**src/rtl/float_pkg.sv**
```systemverilog
// Shared floating-point helpers for the multiplier and the adder.
// Holds format widths, flag bit positions and bias/emax helpers.
package float_pkg;
    // Default 12-bit operand format {sign, exp[4:0], man[5:0]}
    localparam int F12_EXP_W = 5;
    localparam int F12_MAN_W = 6;
    localparam int F12_DW    = 1 + F12_EXP_W + F12_MAN_W;

    // Exception flag bit positions inside flags_t
    localparam int FLAG_OVF  = 2;
    localparam int FLAG_UNF  = 1;
    localparam int FLAG_ZERO = 0;
    localparam int FLAGS_W   = 3;

    typedef logic [FLAGS_W-1:0] flags_t;

    function automatic int bias(input int exp_w);
        return (1 << (exp_w - 1)) - 1;
    endfunction

    function automatic int emax(input int exp_w);
        return (1 << exp_w) - 1;
    endfunction
endpackage

```
**src/rtl/float_mult_param_if.sv**
```systemverilog
// Operand/result handshake bundle for float_mult_param.
//   slave  : the multiplier (takes operands, produces result)
//   master : the upstream/downstream side driving operands and ready_i
interface float_mult_param_if
    import float_pkg::*;
#(
    parameter int EXP_W = F12_EXP_W,
    parameter int MAN_W = F12_MAN_W
);
    localparam int DW = 1 + EXP_W + MAN_W;

    logic          valid_i;
    logic          ready_o;
    logic [DW-1:0] data_1_i;
    logic [DW-1:0] data_2_i;
    logic          valid_o;
    logic          ready_i;
    logic [DW-1:0] data_mult_o;
    flags_t        flags_o;

    modport slave (
        input  valid_i, data_1_i, data_2_i, ready_i,
        output ready_o, valid_o, data_mult_o, flags_o
    );

    modport master (
        output valid_i, data_1_i, data_2_i, ready_i,
        input  ready_o, valid_o, data_mult_o, flags_o
    );
endinterface

```
**src/rtl/float_round_norm.sv**
```systemverilog
// Normalise / round / saturate back end (pipeline stages 2 and 3).
//   clk_i, rst_n_i : clock, async active-low reset
//   en_i           : stage-2 load (global pipeline advance)
//   ld_i           : stage-3 load (advance with a valid item entering)
//   sign_i, esum_i, prod_i, zin_i : raw stage-1 results
//   data_o, flags_o: packed result and {ovf, unf, zero}
module float_round_norm
    import float_pkg::*;
#(
    parameter int EXP_W    = F12_EXP_W,
    parameter int MAN_W    = F12_MAN_W,
    parameter int ROUND_EN = 1
) (
    input  logic                   clk_i,
    input  logic                   rst_n_i,
    input  logic                   en_i,
    input  logic                   ld_i,
    input  logic                   sign_i,
    input  logic [EXP_W+1:0]       esum_i,
    input  logic [2*MAN_W+1:0]     prod_i,
    input  logic                   zin_i,
    output logic [EXP_W+MAN_W:0]   data_o,
    output flags_t                 flags_o
);
    localparam int EW = EXP_W + 2;
    localparam int PW = 2 * MAN_W + 2;
    localparam logic signed [EW-1:0] BIAS_S = EW'(bias(EXP_W));
    localparam logic signed [EW-1:0] EMAX_S = EW'(emax(EXP_W));

    // ---- stage 2: de-bias and normalise ----
    logic signed [EW-1:0] ebias, n_e;
    logic [MAN_W-1:0]     n_man;
    logic                 n_g, n_s;

    always_comb begin
        // esum never exceeds 2*EMAX, so its top bit is 0 and the signed view is exact
        ebias = $signed(esum_i) - BIAS_S;
        n_man = prod_i[PW-3 -: MAN_W];
        n_g   = prod_i[PW-3-MAN_W];
        n_s   = |prod_i[PW-4-MAN_W:0];
        n_e   = ebias;
        if (prod_i[PW-1]) begin
            // product in [2,4): hidden bit sits at the MSB
            n_man = prod_i[PW-2 -: MAN_W];
            n_g   = prod_i[PW-2-MAN_W];
            n_s   = |prod_i[PW-3-MAN_W:0];
            n_e   = ebias + EW'(1);
        end
    end

    logic                 s2_sign, s2_zin, s2_g, s2_s;
    logic signed [EW-1:0] s2_e;
    logic [MAN_W-1:0]     s2_man;

    always_ff @(posedge clk_i or negedge rst_n_i) begin
        if (!rst_n_i) begin
            s2_sign <= 1'b0;
            s2_zin  <= 1'b0;
            s2_g    <= 1'b0;
            s2_s    <= 1'b0;
            s2_e    <= '0;
            s2_man  <= '0;
        end else if (en_i) begin
            s2_sign <= sign_i;
            s2_zin  <= zin_i;
            s2_g    <= n_g;
            s2_s    <= n_s;
            s2_e    <= n_e;
            s2_man  <= n_man;
        end
    end

    // ---- stage 3: round, then classify ----
    logic                 rnd_up;
    logic [MAN_W:0]       man_sum;
    logic signed [EW-1:0] e_r;
    logic [EXP_W+MAN_W:0] res;
    flags_t               fl;

    always_comb begin
        rnd_up  = (ROUND_EN != 0) && s2_g && (s2_s || s2_man[0]);
        man_sum = {1'b0, s2_man} + {{MAN_W{1'b0}}, rnd_up};
        // carry-out leaves the stored mantissa at 0; only the exponent moves
        e_r     = man_sum[MAN_W] ? s2_e + EW'(1) : s2_e;
        res     = '0;
        fl      = '0;
        if (s2_zin) begin
            fl[FLAG_ZERO] = 1'b1;
        end else if (e_r[EW-1] || e_r == '0) begin
            fl[FLAG_UNF]  = 1'b1;
            fl[FLAG_ZERO] = 1'b1;
        end else if (e_r >= EMAX_S) begin
            res          = {s2_sign, {EXP_W{1'b1}}, {MAN_W{1'b1}}};
            fl[FLAG_OVF] = 1'b1;
        end else begin
            res = {s2_sign, e_r[EXP_W-1:0], man_sum[MAN_W-1:0]};
        end
    end

    // Only real items update the output so it holds across bubbles
    always_ff @(posedge clk_i or negedge rst_n_i) begin
        if (!rst_n_i) begin
            data_o  <= '0;
            flags_o <= '0;
        end else if (ld_i) begin
            data_o  <= res;
            flags_o <= fl;
        end
    end
endmodule

```
**src/rtl/float_mult_param.sv**
```systemverilog
// Pipelined floating-point multiplier, 3 stages, valid/ready handshake.
//   clk_i, rst_n_i : clock, async active-low reset
//   bus (slave)    : valid_i/ready_o + data_1_i/data_2_i operands in,
//                    valid_o/ready_i + data_mult_o/flags_o result out
// The whole pipe advances together; a stalled output freezes every stage.
module float_mult_param
    import float_pkg::*;
#(
    parameter int EXP_W    = F12_EXP_W,
    parameter int MAN_W    = F12_MAN_W,
    parameter int ROUND_EN = 1
) (
    input  logic                 clk_i,
    input  logic                 rst_n_i,
    float_mult_param_if.slave    bus
);
    localparam int STAGES = 3;
    localparam int DW     = 1 + EXP_W + MAN_W;
    localparam int PW     = 2 * MAN_W + 2;

    logic [STAGES:1] vld_pipe;
    logic            en;

    assign en          = ~vld_pipe[STAGES] | bus.ready_i;
    assign bus.ready_o = en;
    assign bus.valid_o = vld_pipe[STAGES];

    always_ff @(posedge clk_i or negedge rst_n_i) begin
        if (!rst_n_i)
            vld_pipe <= '0;
        else if (en)
            vld_pipe <= {vld_pipe[STAGES-1:1], bus.valid_i};
    end

    // ---- stage 1: sign, exponent sum, mantissa product ----
    logic             a_s, b_s;
    logic [EXP_W-1:0] a_e, b_e;
    logic [MAN_W-1:0] a_m, b_m;

    assign a_s = bus.data_1_i[DW-1];
    assign b_s = bus.data_2_i[DW-1];
    assign a_e = bus.data_1_i[DW-2 -: EXP_W];
    assign b_e = bus.data_2_i[DW-2 -: EXP_W];
    assign a_m = bus.data_1_i[MAN_W-1:0];
    assign b_m = bus.data_2_i[MAN_W-1:0];

    logic             s1_sign, s1_zin;
    logic [EXP_W+1:0] s1_esum;
    logic [PW-1:0]    s1_prod;

    always_ff @(posedge clk_i or negedge rst_n_i) begin
        if (!rst_n_i) begin
            s1_sign <= 1'b0;
            s1_zin  <= 1'b0;
            s1_esum <= '0;
            s1_prod <= '0;
        end else if (en) begin
            s1_sign <= a_s ^ b_s;
            // exponent 0 encodes zero; denormals are flushed
            s1_zin  <= (a_e == '0) || (b_e == '0);
            s1_esum <= {2'b00, a_e} + {2'b00, b_e};
            s1_prod <= {{(MAN_W+1){1'b0}}, 1'b1, a_m} * {{(MAN_W+1){1'b0}}, 1'b1, b_m};
        end
    end

    float_round_norm #(
        .EXP_W    (EXP_W),
        .MAN_W    (MAN_W),
        .ROUND_EN (ROUND_EN)
    ) u_round_norm (
        .clk_i   (clk_i),
        .rst_n_i (rst_n_i),
        .en_i    (en),
        .ld_i    (en & vld_pipe[2]),
        .sign_i  (s1_sign),
        .esum_i  (s1_esum),
        .prod_i  (s1_prod),
        .zin_i   (s1_zin),
        .data_o  (bus.data_mult_o),
        .flags_o (bus.flags_o)
    );
endmodule

```
**src/flat_wrapper.sv**
```systemverilog
// flat-port wrapper written by rule: the top's interface ports become plain ports
module float_mult_param_flat import float_pkg::*;
#(
    parameter int EXP_W    = F12_EXP_W,
    parameter int MAN_W    = F12_MAN_W,
    parameter int ROUND_EN = 1
)
  (clk_i, rst_n_i, bus_valid_i, bus_data_1_i, bus_data_2_i, bus_ready_i, bus_ready_o, bus_valid_o, bus_data_mult_o, bus_flags_o);
  float_mult_param_if #(.EXP_W(EXP_W), .MAN_W(MAN_W)) bus_i ();
  input  logic clk_i;
  input  logic rst_n_i;
  input wire logic [$bits(bus_i.valid_i)-1:0] bus_valid_i;
  input wire logic [$bits(bus_i.data_1_i)-1:0] bus_data_1_i;
  input wire logic [$bits(bus_i.data_2_i)-1:0] bus_data_2_i;
  input wire logic [$bits(bus_i.ready_i)-1:0] bus_ready_i;
  output wire logic [$bits(bus_i.ready_o)-1:0] bus_ready_o;
  output wire logic [$bits(bus_i.valid_o)-1:0] bus_valid_o;
  output wire logic [$bits(bus_i.data_mult_o)-1:0] bus_data_mult_o;
  output wire logic [$bits(bus_i.flags_o)-1:0] bus_flags_o;
  assign bus_i.valid_i = bus_valid_i;
  assign bus_i.data_1_i = bus_data_1_i;
  assign bus_i.data_2_i = bus_data_2_i;
  assign bus_i.ready_i = bus_ready_i;
  assign bus_ready_o = bus_i.ready_o;
  assign bus_valid_o = bus_i.valid_o;
  assign bus_data_mult_o = bus_i.data_mult_o;
  assign bus_flags_o = bus_i.flags_o;
  float_mult_param #(.EXP_W(EXP_W), .MAN_W(MAN_W), .ROUND_EN(ROUND_EN)) u_core (.clk_i(clk_i), .rst_n_i(rst_n_i), .bus(bus_i));
endmodule
```
**config.mk**
```make
export PLATFORM = sky130hd
export DESIGN_NAME = float_mult_param_flat
export DESIGN_NICKNAME = d
export VERILOG_FILES = /design/src/rtl/float_pkg.sv /design/src/rtl/float_mult_param_if.sv /design/src/rtl/float_round_norm.sv /design/src/rtl/float_mult_param.sv /design/src/flat_wrapper.sv
export SDC_FILE = /design/constraint.sdc
export NUM_CORES = 1
export LEC_CHECK = 0
export BUFFER_PORTS_ARGS = -buffer_cell sky130_fd_sc_hd__buf_4
export CORE_ASPECT_RATIO = 2
export CORE_MARGIN = 1
export CORE_UTILIZATION = 54
export DETAILED_ROUTE_END_ITERATION = 12
export GPL_TIMING_DRIVEN = 1
export MAX_ROUTING_LAYER = met4
export PLACE_DENSITY = 0.77
export SLEW_MARGIN = 5
export SYNTH_ARGS = -nofsm -noshare
export SYNTH_HDL_FRONTEND = slang
export SYNTH_SLANG_ARGS = --single-unit
```
**constraint.sdc**
```tcl
create_clock -name clk_i -period 2.35 [get_ports clk_i]
set_clock_uncertainty 0.05 [all_clocks]
set_input_delay 0.235 -clock clk_i [delete_from_list [all_inputs] [get_ports clk_i]]
set_output_delay 0.235 -clock clk_i [all_outputs]
set_load 0.02 [all_outputs]
```
==> results.py <==
metrics = {
    "outcome": {
        "status": "complete, but fails checks",
        "violations": "setup timing",
    },
    "yosys": {
        "ys_ff_latch": 57,
        "synth_area_sq_um": 4440,
        "syn_area_per_cell_sq_um": 9.55,
        "yosysTopAreaCell": "dfrtp_1",
        "yosys_warnings": 0,
        "yosys-top-cells-count": "57 x dfrtp_1, 56 x nand2_1, 42 x ha_1, 37 x inv_1, 29 x o21ai_0",
        "synth.most_common_cell": "dfrtp_1",
        "synth.distinct_cells": 52,
        "synth-main-ff-cell": "dfrtp_1",
        "syn_nets": 560,
        "syn_inst": 465,
        "postSynth.asyncResetShare_pct": 100,
        "synth_top_area_share_pct": 32.1,
        "synth_area_leaders": "dfrtp_1 32%, ha_1 12%, fa_1 11%",
        "synth_edf_count": 0,
        "seq_area_frac_synth_pct": 32.1,
    },
    "global_routing": {
        "grt_pass1_wl_um": 18500,
        "grt_max_degree": 58,
        "antenna_found_initial": 0,
        "met3_usage_pct": 4.63,
        "gr-usage-met1_pct": 24.8,
        "met2_usage_pct": 58.1,
        "grt_pass1_vias": 4158,
        "track_usage_pct": 30.0,
        "grt.busiest_layer": "met2",
        "grt.overflow.total": 0,
    },
    "timing": {
        "slew_headroom_pct": 52.3,
        "setup_viol": 24,
        "drv_slew": 0,
        "tightest_slew_ns": 0.716,
        "hold_violations": 0,
        "fin_ws_ns": -1.27,
        "finalCritPeriodShare_pct": 154,
        "max_freq_mhz": 277,
        "period_minus_slack_ns": 3.62,
        "rsz0062_at_grt": "true",
    },
    "min_path": {
        "whs_path_depth": 3,
        "hp-class": "primary input to flip-flop",
        "hold_end": "u_core.vld_pipe[1]$_DFFE_PN0N_",
        "holdCritStartpoint": "bus_valid_i",
    },
    "layout": {
        "multi_input_area_sq_um": 3150,
        "diodes": 0,
        "drive_above_1_share_pct": 34.4,
        "final_cells": 681,
        "fin_area_sq_um": 6120,
        "area_growth_pct": 37.8,
        "nNetsFinal": 675,
        "nFillCells": 494,
        "seqCellArea_sq_um": 1430,
    },
    "detailed_routing": {
        "dr.first_iter.drc_count": 196,
        "vias": 4081,
        "ant_nets": 0,
        "drt-vias-per-instance": 5.99,
        "drc": 0,
        "dr.pass1.iters": 4,
        "wirelength_um": 12500,
        "wire_per_inst_um": 18.4,
    },
    "critical_path": {
        "crit_path_start_kind": "primary input",
        "crit_family": "adder cells",
        "path_buf_inv": 3,
        "cp_slowest_cell": "fa_1",
        "cp.arrival_ns": 3.83,
        "max_stage_delay_ns": 0.53,
        "crit_chain": "buf_6 > and2_4 > fa_1 > inv_2 > fa_1 > inv_1 > fa_1 > fa_1 > ha_4 > o21ai_2 > o21bai_2 > a211oi_2 > or4_1 > nand3_1",
        "path_class": "primary input to flip-flop",
        "cp_common_cell": "fa_1",
        "setup.worst_path.end_class": "flip-flop",
        "rr_endpoint": "u_core.u_round_norm.data_o[10]$_DFFE_PN0P_",
        "reg2reg_from": "u_core.u_round_norm.s2_g$_DFFE_PN0N_",
        "crit_required_ns": 2.56,
        "path_max_fanout": 2,
        "r2r_slack_ns": -0.05,
        "reg2reg_depth": 11,
    },
    "clocking": {
        "htree_levels": 3,
        "clock_path_buffers": 2,
        "cts-buffers-inserted": 9,
        "cts.sinks": 57,
        "cts_tree": "built",
        "clk_latency_ns": 0.33,
        "cts-root-buf": "clkbuf_16",
        "clkTransAtPathRegs_ns": 0.05,
    },
    "floorplanning": {
        "core_sq_um": 7940,
        "dieArea_sq_um": 8610,
        "die_y_um": 130,
        "die_w_um": 66.1,
        "ios": 45,
        "num_rows": 46,
        "initial_core_util_pct": 55.9,
    },
    "pwr": {
        "net-switching-power_w": 0.00309,
        "pwr-share-comb_pct": 58.7,
        "p_seq_share_pct": 24.1,
        "power_switching_share_pct": 41.3,
        "p_leak_nw": 2.93,
        "power_density_nw_per_um2": 1230,
        "clkPwrFrac_pct": 17.1,
        "p_int_w": 0.00440,
        "irDropWorstVdd_uv": 698,
    },
    "placement": {
        "place_inst": 653,
        "pre_cts_slack_ns": -1.65,
        "hpwl_um": 8440,
        "placed_area_sq_um": 5360,
        "numPortBuffers": 44,
        "globalplace.congestion": 0.904,
    },
    "flow_run": {
        "maxCapViolations": 0,
    },
}
[worst reg2reg max path, cell delays in order (launching register included)]
cell and delay (ns):
dfrtp_1 0.37, o21a_1 0.18, ha_4 0.16, ha_4 0.14
nand4_1 0.17, buf_4 0.22, a2111o_1 0.30, o41ai_2 0.08
buf_4 0.19, a2111oi_4 0.07, buf_12 0.16, a22o_4 0.22
[power groups by stage]
stage / sequential [W] / clock (W) / combinational, W
2_1_floorplan: 0.00185 / 0 / 0.00223
3_3_place_gp: 0.00175 / 0 / 0.00338
3_5_place_dp: 0.00179 / 0 / 0.00353
4_1_cts: 0.00178 / 0.00130 / 0.00394
5_1_grt: 0.00186 / 0.00134 / 0.00474
6_report: 0.00181 / 0.00128 / 0.00440
[logic make-up after synthesis]
group,share of synthesized area [%]
AND/OR/NAND/NOR,15.8
AO/OA/AOI/OAI,16.1
adder cells (fa/ha/maj),23.1
flip-flops,32.1
buffers and inverters,4.90
XOR/XNOR,5.33
multiplexers,2.62
[metrics by stage]
step	total power [W]	utilization, %	TNS (ns)	hold slack (ns)
floorplan	0.00408	-	-10.00	-0.111
finish	0.00750	77.0	-10.65	0.0591
global route	0.00794	77.0	-11.73	0.0733
global placement	0.00513	67.5	-14.73	0.275
detailed placement	0.00532	67.5	-16.31	0.280
CTS	0.00702	74.6	-9.75	0.0544
[state kept, by name, indices dropped and copies added, names as in the netlist]
name and cells:
u_core.s1_prod 14, u_core.u_round_norm.data_o 12, u_core.u_round_norm.s2_e 7, u_core.s1_esum 6, u_core.u_round_norm.s2_man 6, u_core.u_round_norm.flags_o 3, u_core.vld_pipe 3, u_core.s1_sign 1
u_core.s1_zin 1, u_core.u_round_norm.s2_g 1, u_core.u_round_norm.s2_s 1, u_core.u_round_norm.s2_sign 1, u_core.u_round_norm.s2_zin 1
[worst max path at each step]
stage,slack [ns],startpoint,depth (start not counted),endpoint
2_1_floorplan,-1.42,bus_data_2_i[5],13,u_core.s1_prod[12]$_DFFE_PN0N_
3_3_place_gp,-1.56,bus_data_2_i[5],14,u_core.s1_prod[12]$_DFFE_PN0N_
3_5_place_dp,-1.65,bus_data_2_i[4],15,u_core.s1_prod[11]$_DFFE_PN0N_
4_1_cts,-1.22,bus_data_1_i[1],14,u_core.s1_prod[12]$_DFFE_PN0N_
5_1_grt,-1.35,bus_data_1_i[1],15,u_core.s1_prod[12]$_DFFE_PN0N_
6_report,-1.27,bus_data_1_i[1],14,u_core.s1_prod[12]$_DFFE_PN0N_
[cells in the final DEF, fill, tap and decap left out, types with 18 or more instances in the layout]
master	instances
fa_1	25
nor2_1	22
o21ai_0	18
buf_4	98
a21oi_1	18
ha_1	29
inv_1	31
nand2_1	55
dfrtp_1	57
buf_6	19
[layer usage]
metal / vias up / part of all wire [%]
met2: 143 / 59
met3: 75 / 3.4
met1: 2018 / 31
li1: 1845 / -
met4: 0 / 7.2
met5: - / 0
[cell type report]
class / count / share of cell area (%)
Multi-Input combinational cell: 355 / 51.5
Sequential cell: 57 / 23.3
Timing Repair Buffer: 119 / 16.0
Clock buffer: 10 / 3.91
Inverter: 38 / 2.33
Tap cell: 96 / 1.96
Clock inverter: 6 / 0.941
[what timing repair did]
item,4_1_cts,5_1_grt
buffers inserted,5,6
setup endpoints to repair,24,25
cloned,1,1
hold buffers,1,0
pin swaps,31,21
hold endpoints to repair,57,0
resized for setup,51,33
Power figures use the tool's default switching activity.
